**src/rtl/cache_ctrl8_if.sv**
```systemverilog
// Handshake and control bundle between cache_ctrl8 and its CPU, datapath and
// physical-memory neighbours. The master modport is the controller's view.
interface cache_ctrl8_if;
    logic       mem_read;
    logic       mem_write;
    logic       mem_resp;
    logic       hit;
    logic [2:0] hit_way;
    logic [2:0] plru_way;
    logic       victim_valid;
    logic       victim_dirty;
    logic       pmem_resp;
    logic       pmem_read;
    logic       pmem_write;
    logic       pmem_addr_sel;
    logic [2:0] way_sel;
    logic       data_load;
    logic       data_src;
    logic       tag_load;
    logic       valid_set;
    logic       dirty_set;
    logic       dirty_clr;
    logic       plru_load;
    logic [2:0] plru_mru;
    logic       busy;

    modport master (
        input  mem_read, mem_write, hit, hit_way, plru_way,
               victim_valid, victim_dirty, pmem_resp,
        output mem_resp, pmem_read, pmem_write, pmem_addr_sel, way_sel,
               data_load, data_src, tag_load, valid_set, dirty_set,
               dirty_clr, plru_load, plru_mru, busy
    );

    modport slave (
        output mem_read, mem_write, hit, hit_way, plru_way,
               victim_valid, victim_dirty, pmem_resp,
        input  mem_resp, pmem_read, pmem_write, pmem_addr_sel, way_sel,
               data_load, data_src, tag_load, valid_set, dirty_set,
               dirty_clr, plru_load, plru_mru, busy
    );
endinterface

```
**src/rtl/cache_ctrl8.sv**
```systemverilog
// Control FSM for the 8-way, 8-set cache: hit service, victim writeback, line fill.
// Define CACHE_CTRL_PERF_EN to add saturating hit/miss/writeback counters.
module cache_ctrl8 #(
    parameter int s_index = 3,
    parameter int n_ways  = 8
) (
    input  logic        clk,
    input  logic        rst,
`ifdef CACHE_CTRL_PERF_EN
    output logic [31:0] hit_count,
    output logic [31:0] miss_count,
    output logic [31:0] wb_count,
`endif
    cache_ctrl8_if.master bus
);

    if (s_index != 3 || n_ways != 8) begin : g_cfg_check
        $error("cache_ctrl8 supports only 8 sets of 8 ways");
    end

    typedef enum logic [1:0] {IDLE, CHECK, WB, FILL} state_t;

    state_t     state_reg;
    logic [2:0] victim_reg;
    logic       req;

    assign req = bus.mem_read | bus.mem_write;

    // plru_way is sampled only on a miss so WB/FILL keep a stable target way.
    always_ff @(posedge clk) begin
        if (rst) begin
            state_reg  <= IDLE;
            victim_reg <= '0;
        end else begin
            case (state_reg)
                IDLE: if (req) state_reg <= CHECK;
                CHECK: begin
                    if (!req || bus.hit) begin
                        state_reg <= IDLE;
                    end else begin
                        victim_reg <= bus.plru_way;
                        state_reg  <= (bus.victim_valid && bus.victim_dirty) ? WB : FILL;
                    end
                end
                WB:   if (bus.pmem_resp) state_reg <= FILL;
                FILL: if (bus.pmem_resp) state_reg <= CHECK;
                default: state_reg <= IDLE;
            endcase
        end
    end

    always_comb begin
        bus.mem_resp      = 1'b0;
        bus.pmem_read     = 1'b0;
        bus.pmem_write    = 1'b0;
        bus.pmem_addr_sel = 1'b0;
        bus.way_sel       = '0;
        bus.data_load     = 1'b0;
        bus.data_src      = 1'b0;
        bus.tag_load      = 1'b0;
        bus.valid_set     = 1'b0;
        bus.dirty_set     = 1'b0;
        bus.dirty_clr     = 1'b0;
        bus.plru_load     = 1'b0;
        bus.plru_mru      = '0;
        bus.busy          = (state_reg != IDLE);
        case (state_reg)
            CHECK: begin
                if (req && bus.hit) begin
                    bus.mem_resp  = 1'b1;
                    bus.plru_load = 1'b1;
                    bus.plru_mru  = bus.hit_way;
                    bus.way_sel   = bus.hit_way;
                    // A write wins when both request lines are high.
                    if (bus.mem_write) begin
                        bus.data_load = 1'b1;
                        bus.dirty_set = 1'b1;
                    end
                end
            end
            WB: begin
                bus.pmem_write    = 1'b1;
                bus.pmem_addr_sel = 1'b1;
                bus.way_sel       = victim_reg;
                bus.dirty_clr     = bus.pmem_resp;
            end
            FILL: begin
                bus.pmem_read = 1'b1;
                bus.way_sel   = victim_reg;
                if (bus.pmem_resp) begin
                    bus.data_load = 1'b1;
                    bus.data_src  = 1'b1;
                    bus.tag_load  = 1'b1;
                    bus.valid_set = 1'b1;
                    bus.dirty_clr = 1'b1;
                end
            end
            default: ;
        endcase
    end

`ifdef CACHE_CTRL_PERF_EN
    logic [2:0] perf_inc;
    logic       refill_reg;

    // Marks a CHECK that follows a fill, so the re-check hit is not counted.
    always_ff @(posedge clk) begin
        if (rst)                                   refill_reg <= 1'b0;
        else if (state_reg == FILL && bus.pmem_resp) refill_reg <= 1'b1;
        else if (state_reg == IDLE)                refill_reg <= 1'b0;
    end

    always_comb begin
        perf_inc    = '0;
        perf_inc[0] = (state_reg == CHECK) && req && bus.hit && !refill_reg;
        perf_inc[1] = (state_reg == CHECK) && req && !bus.hit;
        perf_inc[2] = (state_reg == WB) && bus.pmem_resp;
    end

    for (genvar gi = 0; gi < 3; gi++) begin : g_cnt
        logic [31:0] cnt_reg;
        always_ff @(posedge clk) begin
            if (rst)                                cnt_reg <= '0;
            else if (perf_inc[gi] && cnt_reg != '1) cnt_reg <= cnt_reg + 32'd1;
        end
    end

    assign hit_count  = g_cnt[0].cnt_reg;
    assign miss_count = g_cnt[1].cnt_reg;
    assign wb_count   = g_cnt[2].cnt_reg;
`else
    // Without the counters the FSM stands alone; no extra state is kept.
`endif

endmodule

```
**src/flat_wrapper.sv**
```systemverilog
// flat-port wrapper written by rule: the top's interface ports become plain ports
module cache_ctrl8_flat 
#(
    parameter int s_index = 3,
    parameter int n_ways  = 8
)
  (clk, rst, bus_mem_read, bus_mem_write, bus_hit, bus_hit_way, bus_plru_way, bus_victim_valid, bus_victim_dirty, bus_pmem_resp, bus_mem_resp, bus_pmem_read, bus_pmem_write, bus_pmem_addr_sel, bus_way_sel, bus_data_load, bus_data_src, bus_tag_load, bus_valid_set, bus_dirty_set, bus_dirty_clr, bus_plru_load, bus_plru_mru, bus_busy);
  cache_ctrl8_if bus_i ();
  input  logic clk;
  input  logic rst;
  input wire logic [$bits(bus_i.mem_read)-1:0] bus_mem_read;
  input wire logic [$bits(bus_i.mem_write)-1:0] bus_mem_write;
  input wire logic [$bits(bus_i.hit)-1:0] bus_hit;
  input wire logic [$bits(bus_i.hit_way)-1:0] bus_hit_way;
  input wire logic [$bits(bus_i.plru_way)-1:0] bus_plru_way;
  input wire logic [$bits(bus_i.victim_valid)-1:0] bus_victim_valid;
  input wire logic [$bits(bus_i.victim_dirty)-1:0] bus_victim_dirty;
  input wire logic [$bits(bus_i.pmem_resp)-1:0] bus_pmem_resp;
  output wire logic [$bits(bus_i.mem_resp)-1:0] bus_mem_resp;
  output wire logic [$bits(bus_i.pmem_read)-1:0] bus_pmem_read;
  output wire logic [$bits(bus_i.pmem_write)-1:0] bus_pmem_write;
  output wire logic [$bits(bus_i.pmem_addr_sel)-1:0] bus_pmem_addr_sel;
  output wire logic [$bits(bus_i.way_sel)-1:0] bus_way_sel;
  output wire logic [$bits(bus_i.data_load)-1:0] bus_data_load;
  output wire logic [$bits(bus_i.data_src)-1:0] bus_data_src;
  output wire logic [$bits(bus_i.tag_load)-1:0] bus_tag_load;
  output wire logic [$bits(bus_i.valid_set)-1:0] bus_valid_set;
  output wire logic [$bits(bus_i.dirty_set)-1:0] bus_dirty_set;
  output wire logic [$bits(bus_i.dirty_clr)-1:0] bus_dirty_clr;
  output wire logic [$bits(bus_i.plru_load)-1:0] bus_plru_load;
  output wire logic [$bits(bus_i.plru_mru)-1:0] bus_plru_mru;
  output wire logic [$bits(bus_i.busy)-1:0] bus_busy;
  assign bus_i.mem_read = bus_mem_read;
  assign bus_i.mem_write = bus_mem_write;
  assign bus_i.hit = bus_hit;
  assign bus_i.hit_way = bus_hit_way;
  assign bus_i.plru_way = bus_plru_way;
  assign bus_i.victim_valid = bus_victim_valid;
  assign bus_i.victim_dirty = bus_victim_dirty;
  assign bus_i.pmem_resp = bus_pmem_resp;
  assign bus_mem_resp = bus_i.mem_resp;
  assign bus_pmem_read = bus_i.pmem_read;
  assign bus_pmem_write = bus_i.pmem_write;
  assign bus_pmem_addr_sel = bus_i.pmem_addr_sel;
  assign bus_way_sel = bus_i.way_sel;
  assign bus_data_load = bus_i.data_load;
  assign bus_data_src = bus_i.data_src;
  assign bus_tag_load = bus_i.tag_load;
  assign bus_valid_set = bus_i.valid_set;
  assign bus_dirty_set = bus_i.dirty_set;
  assign bus_dirty_clr = bus_i.dirty_clr;
  assign bus_plru_load = bus_i.plru_load;
  assign bus_plru_mru = bus_i.plru_mru;
  assign bus_busy = bus_i.busy;
  cache_ctrl8 #(.s_index(s_index), .n_ways(n_ways)) u_core (.clk(clk), .rst(rst), .bus(bus_i));
endmodule
```
**config.mk**
```make
export PLATFORM = sky130hd
export DESIGN_NAME = cache_ctrl8_flat
export DESIGN_NICKNAME = d
export VERILOG_FILES = /design/src/rtl/cache_ctrl8_if.sv /design/src/rtl/cache_ctrl8.sv /design/src/flat_wrapper.sv
export SDC_FILE = /design/constraint.sdc
export NUM_CORES = 1
export LEC_CHECK = 0
export BUFFER_PORTS_ARGS = -buffer_cell sky130_fd_sc_hd__buf_4
export CORE_AREA = 4 4 41 43
export CTS_BUF_LIST = sky130_fd_sc_hd__clkbuf_16
export CTS_CLUSTER_SIZE = 12
export DETAILED_ROUTE_END_ITERATION = 8
export DIE_AREA = 0 0 45 47
export GPL_TIMING_DRIVEN = 1
export PLACE_DENSITY = 0.63
export SYNTH_ARGS = -nofsm -noshare
export SYNTH_HDL_FRONTEND = slang
export SYNTH_SLANG_ARGS = --single-unit
```
**constraint.sdc**
```tcl
create_clock -name clk -period 3.2 [get_ports clk]
set_input_delay 0.48 -clock clk [delete_from_list [all_inputs] [get_ports clk]]
set_output_delay 0.48 -clock clk [all_outputs]
set_load 0.05 [all_outputs]
```
=== After elaboration in Yosys (flattened, before gate mapping) ===
Cells that the tools add are included.

* Register bits: 5
* Input bits: 14
* Output and inout port bits: 18
* Logic and storage cells: 39

* Equality and inequality tests: 6
* Muxes and demuxes: 20
* Bitwise operators: 2
* Reduce and logical (&&, ||, !) cells: 9

{| class="wikitable"
|+ Operators by type and width
! kind !! number
|-
| two-way mux 1 bit || 10
|-
| two-way mux 2 bit || 4
|-
| one-hot mux 2 bit (4 select lines) || 1
|-
| two-way mux 3 bit || 2
|-
| one-hot mux 3 bit (2 select lines) || 1
|-
| == test 2 bit, second input constant || 2
|-
| != test 2 bit, second input constant || 2
|-
| one-hot mux 1 bit (2 select lines) || 2
|-
| AND reduction 3 bit || 1
|-
| == test 2 x 1 -> 1 bit, second input constant || 1
|-
| logical AND 1 bit || 2
|-
| zero test 2 bit || 1
|-
| != test 2 x 1 -> 1 bit, second input constant || 1
|-
| AND reduction 2 bit || 1
|-
| nonzero test 2 bit || 1
|-
| OR reduction 2 bit || 1
|-
| zero test 1 bit || 1
|-
| logical OR 1 bit || 1
|-
| NOT 1 bit || 1
|-
| OR 1 bit || 1
|}

=== Logic depth before layout (Yosys ltp) ===
* Depth after elaboration: 5
* Gate-level depth with buffers: 5
* Depth with buffers taken out: 5

=== Worst setup path after synthesis ===
OpenSTA, ideal clock, no wires.

* Path type: register to output
* From: register u_core.state_reg[0]
* To: output bus_data_load
* Arrival: 1.934 ns
* Required time: 2.720 ns
* Path slack: 0.786 ns
* Stages on the path, launching flop included: 4
* Path buffers: 0
* Path through: dfxtp_1 > ha_1 > and2_1 > or2_1

* Longest elaborated chain between the ends: 2

{| class="wikitable"
|+ Ends and longest elaborated chain
! item !! line !! source
|-
| from (decl) || cache_ctrl8.sv:23 || <nowiki>state_t state_reg;</nowiki>
|-
| from (signal assigned) || cache_ctrl8.sv:42 || <nowiki>state_reg <= (bus.victim_valid && bus.victim_dirty) ? WB : FILL;</nowiki>
|-
| == test 2 bit or == test 2 x 1 -> 1 bit (tied branches) || cache_ctrl8.sv:67 || <nowiki>case (state_reg)</nowiki>
|-
| one-hot mux 1 bit (2 select lines) * || cache_ctrl8.sv:67 ||
|-
| to (decl) || flat_wrapper.sv:24 || <nowiki>output wire logic [$bits(bus_i.data_load)-1:0] bus_data_load;</nowiki>
|}

Every way passes the cells marked *; elsewhere a longest branch is shown, timed or not.

=== Worst setup path after layout ===
* From: register u_core.state_reg[1]
* To: output bus_way_sel[0]

* Longest elaborated chain between the ends: 3

{| class="wikitable"
|+ Ends and longest elaborated chain
! item !! line !! source
|-
| == test 2 bit || cache_ctrl8.sv:67 ||
|-
| OR reduction 2 bit (no line) || n/a ||
|-
| one-hot mux 3 bit (2 select lines) * || cache_ctrl8.sv:67 ||
|-
| to (decl) || flat_wrapper.sv:23 || <nowiki>output wire logic [$bits(bus_i.way_sel)-1:0] bus_way_sel;</nowiki>
|}

Marks and branches as above.

==> results.txt <==
Vias: 506
Syn_nets: 75
Worst reg-to-reg path cell count: 5
Syn avg cell area: 7.62 um2
Worst EP required: 2.72 ns
GPL Wtd Cong: 0.789
Number of buffers added for setup after CTS: 0
Hold Vio Cnt, Final: 0
FF-to-FF Start: u_core.state_reg[0]
WHS: 0.465 ns
Reg clk slew, reported paths: 0.03 ns
CP cell instances: inv_1 -> ha_1 -> o211a_2 -> nand2_1 -> a21oi_1 -> buf_4
Clock skew: 0.000766 ns
Die ar.: 0.00212 mm2
Crit path max fanout: 5
Drt via density: 4.91
Fmax: 505 MHz
P&R area growth vs syn: 69.2%
Largest net degree at the start of global routing: 10
Fin cells: 103
Total I/O pin count: 32
Seq/Total Area, Yosys: 23.1%
Max-cap viol count: 0
Startpoint types: register
Num Clock Sinks: 5
Final core utilization: 56.4%
Cell area after synthesis: 434 um2
R2R setup slack: 1.66 ns
Antenna violations before repair: 0
Number of port buffers: 31
First-pass GRT wire length: 1.69 mm
Die Wd: 45 um
Yosys cell types: 23
Hold Path Class: in -> reg
Clk buf depth: 2
Core Region: 0.00130 mm2
Worst setup endpoint: bus_way_sel[0]
WL/cell: 11.1 um
Post-CTS Resized: 0
DR DRC count: 0
Worst Setup SP: u_core.state_reg[1]
Setup total negative slack: 0 ns
Flops & latches, synth: 5
CTS H-tree depth: 1
Worst IR Drop VDD: 0.000357 V
Post-DP HPWL: 933 um
Cells after Synth: 57
Crit-path slowest cell: dfxtp_1
Antenna diodes: 0
Final WL: 1.15 mm
Die H: 47 um
Post-Place Cells: 99
Remaining global-route overflow: 0
Initial core utilization: 33.4%
Number of global-route vias before repair: 391
Max incr delay on CP: 0.32 ns
Leakage: 0.390 nW
Initial DRC Count: 12
Predominant post-synthesis flop cell: dfxtp_1
Final setup violation count: 0
DR pass1 iterations: 4
Antenna viol nets, final: 0
CP Capture Type: output port
Max_slew headroom: 78.9%
RR Endpoint: u_core.state_reg[1]
Crit share post-route: 61.8%
Status: finished, final reports clean
CTS tree: done
Period minus WS final: 1.98 ns
Largest register FFs: 3
Syn. warnings: 0
Root buffer cell: clkbuf_16
Post-synth EDFFs: 0
Worst-skew pair later-pin latency: 0.23 ns
Hold-fix buffers at CTS: 0
CP Class: reg -> out
Final Max Slew Viols: 0
Fraction of registers with async set or reset after synthesis: 0%
Cts bufs inserted: 3
Worst EP arrival: 1.50 ns
RSZ-0062 raised after global routing: false
GR Util All Layers: 11.4%
P per Cell Area: 509 mW/mm2
Rows: 13
Tightest Pin Transition: 0.316 ns
Fin nets: 107
Layout cells sized above 1: 44.3%
==> critical path, delay by kind of cell, from the launching register on <==
kind	cells	cell delay (ns)
AOI/OAI and AO/OA	2	0.37
adders and majority gates	1	0.21
buffers and inverters	2	0.30
DFF	1	0.32
and+or+nand+nor	1	0.08
==> area by class of cell <==
cell class | count | area, um2
repair buffers | 31 | 233
multi-input cells | 41 | 278
fillers | 126 | 567
inverters | 7 | 26.3
flip-flops and latches | 5 | 100
clock buffers | 3 | 75.1
clock inverters | 1 | 3.75
well taps | 15 | 18.8
==> cell usage after synthesis, types with 2 or more instances <==
library cell  instances  area (um2)
a21oi_1               7        35.0
and2_1                2        12.5
buf_4                 4        30.0
dfxtp_1               5         100
ha_1                  4        50.1
inv_1                 6        22.5
nand2_1               4        15.0
nand3_1               3        15.0
nor2_1                2        7.51
o21ai_0               6        30.0
or2_1                 2        12.5
==> power by group <==
group / total, mW / internal [mW] / switching [mW]
Sequential: 0.0700 / 0.0670 / 0.00295
Clock: 0.199 / 0.161 / 0.0380
Combinational: 0.104 / 0.0394 / 0.0648
==> per-stage QoR <==
stage	area (um2)	setup WS, ns	power, mW
2_1_floorplan	434	0.786	0.141
3_3_place_gp	656	1.47	0.175
3_5_place_dp	656	1.44	0.175
4_1_cts	734	1.20	0.376
5_1_grt	734	1.03	0.388
6_report	734	1.22	0.374
==> layout by cell type (no fill, tap or decap) <==
cell type,netlist,routed
dfxtp_1,5,5
nor2_1,2,2
o21ai_0,6,6
o41ai_1,1,1
o21bai_1,1,1
and2_1,2,2
inv_2,1,1
nor2b_1,1,1
or2_1,2,2
nand2b_2,1,1
o211a_2,1,1
a21oi_1,7,7
o311a_1,1,1
clkbuf_16,0,3
nand2_1,4,4
or3b_4,1,1
a221oi_2,1,1
o21a_1,1,1
inv_1,6,7
a211o_1,1,1
ha_1,4,4
nand3_1,3,3
buf_4,4,31
and3_1,1,1
==> worst min path at each step <==
| stage | start | endpoint | slack [ns] | depth (start not counted) |
|---|---|---|---|---|
| 4_1_cts | rst | u_core.state_reg[0] | 0.46 | 2 |
| 2_1_floorplan | u_core.victim_reg[0] | u_core.victim_reg[0] | 0.44 | 2 |
| 6_report | rst | u_core.state_reg[0] | 0.47 | 2 |
| 3_3_place_gp | u_core.victim_reg[0] | u_core.victim_reg[0] | 0.46 | 2 |
| 5_1_grt | rst | u_core.state_reg[0] | 0.48 | 2 |
| 3_5_place_dp | u_core.victim_reg[0] | u_core.victim_reg[0] | 0.47 | 2 |
==> per-layer routing <==
metal,vias to the layer above,global-route usage (%),routed length (um)
met5,-,0,0
met4,0,8.77,22
met3,3,4.21,175
met2,29,16.1,492
met1,218,13.9,458
li1,256,-,-
==> kinds of logic (layout without fill, tap and decap cells) <==
family	count (synthesis)	in the layout	synth area share, %
flip-flops	5	5	23.1
AO/OA/AOI/OAI	20	20	30.5
AND/OR/NAND/NOR	17	17	21.9
adder cells (fa/ha/maj)	4	4	11.5
buffers and inverters	11	42	13.0
No activity file was read; power rests on OpenSTA's default activity.
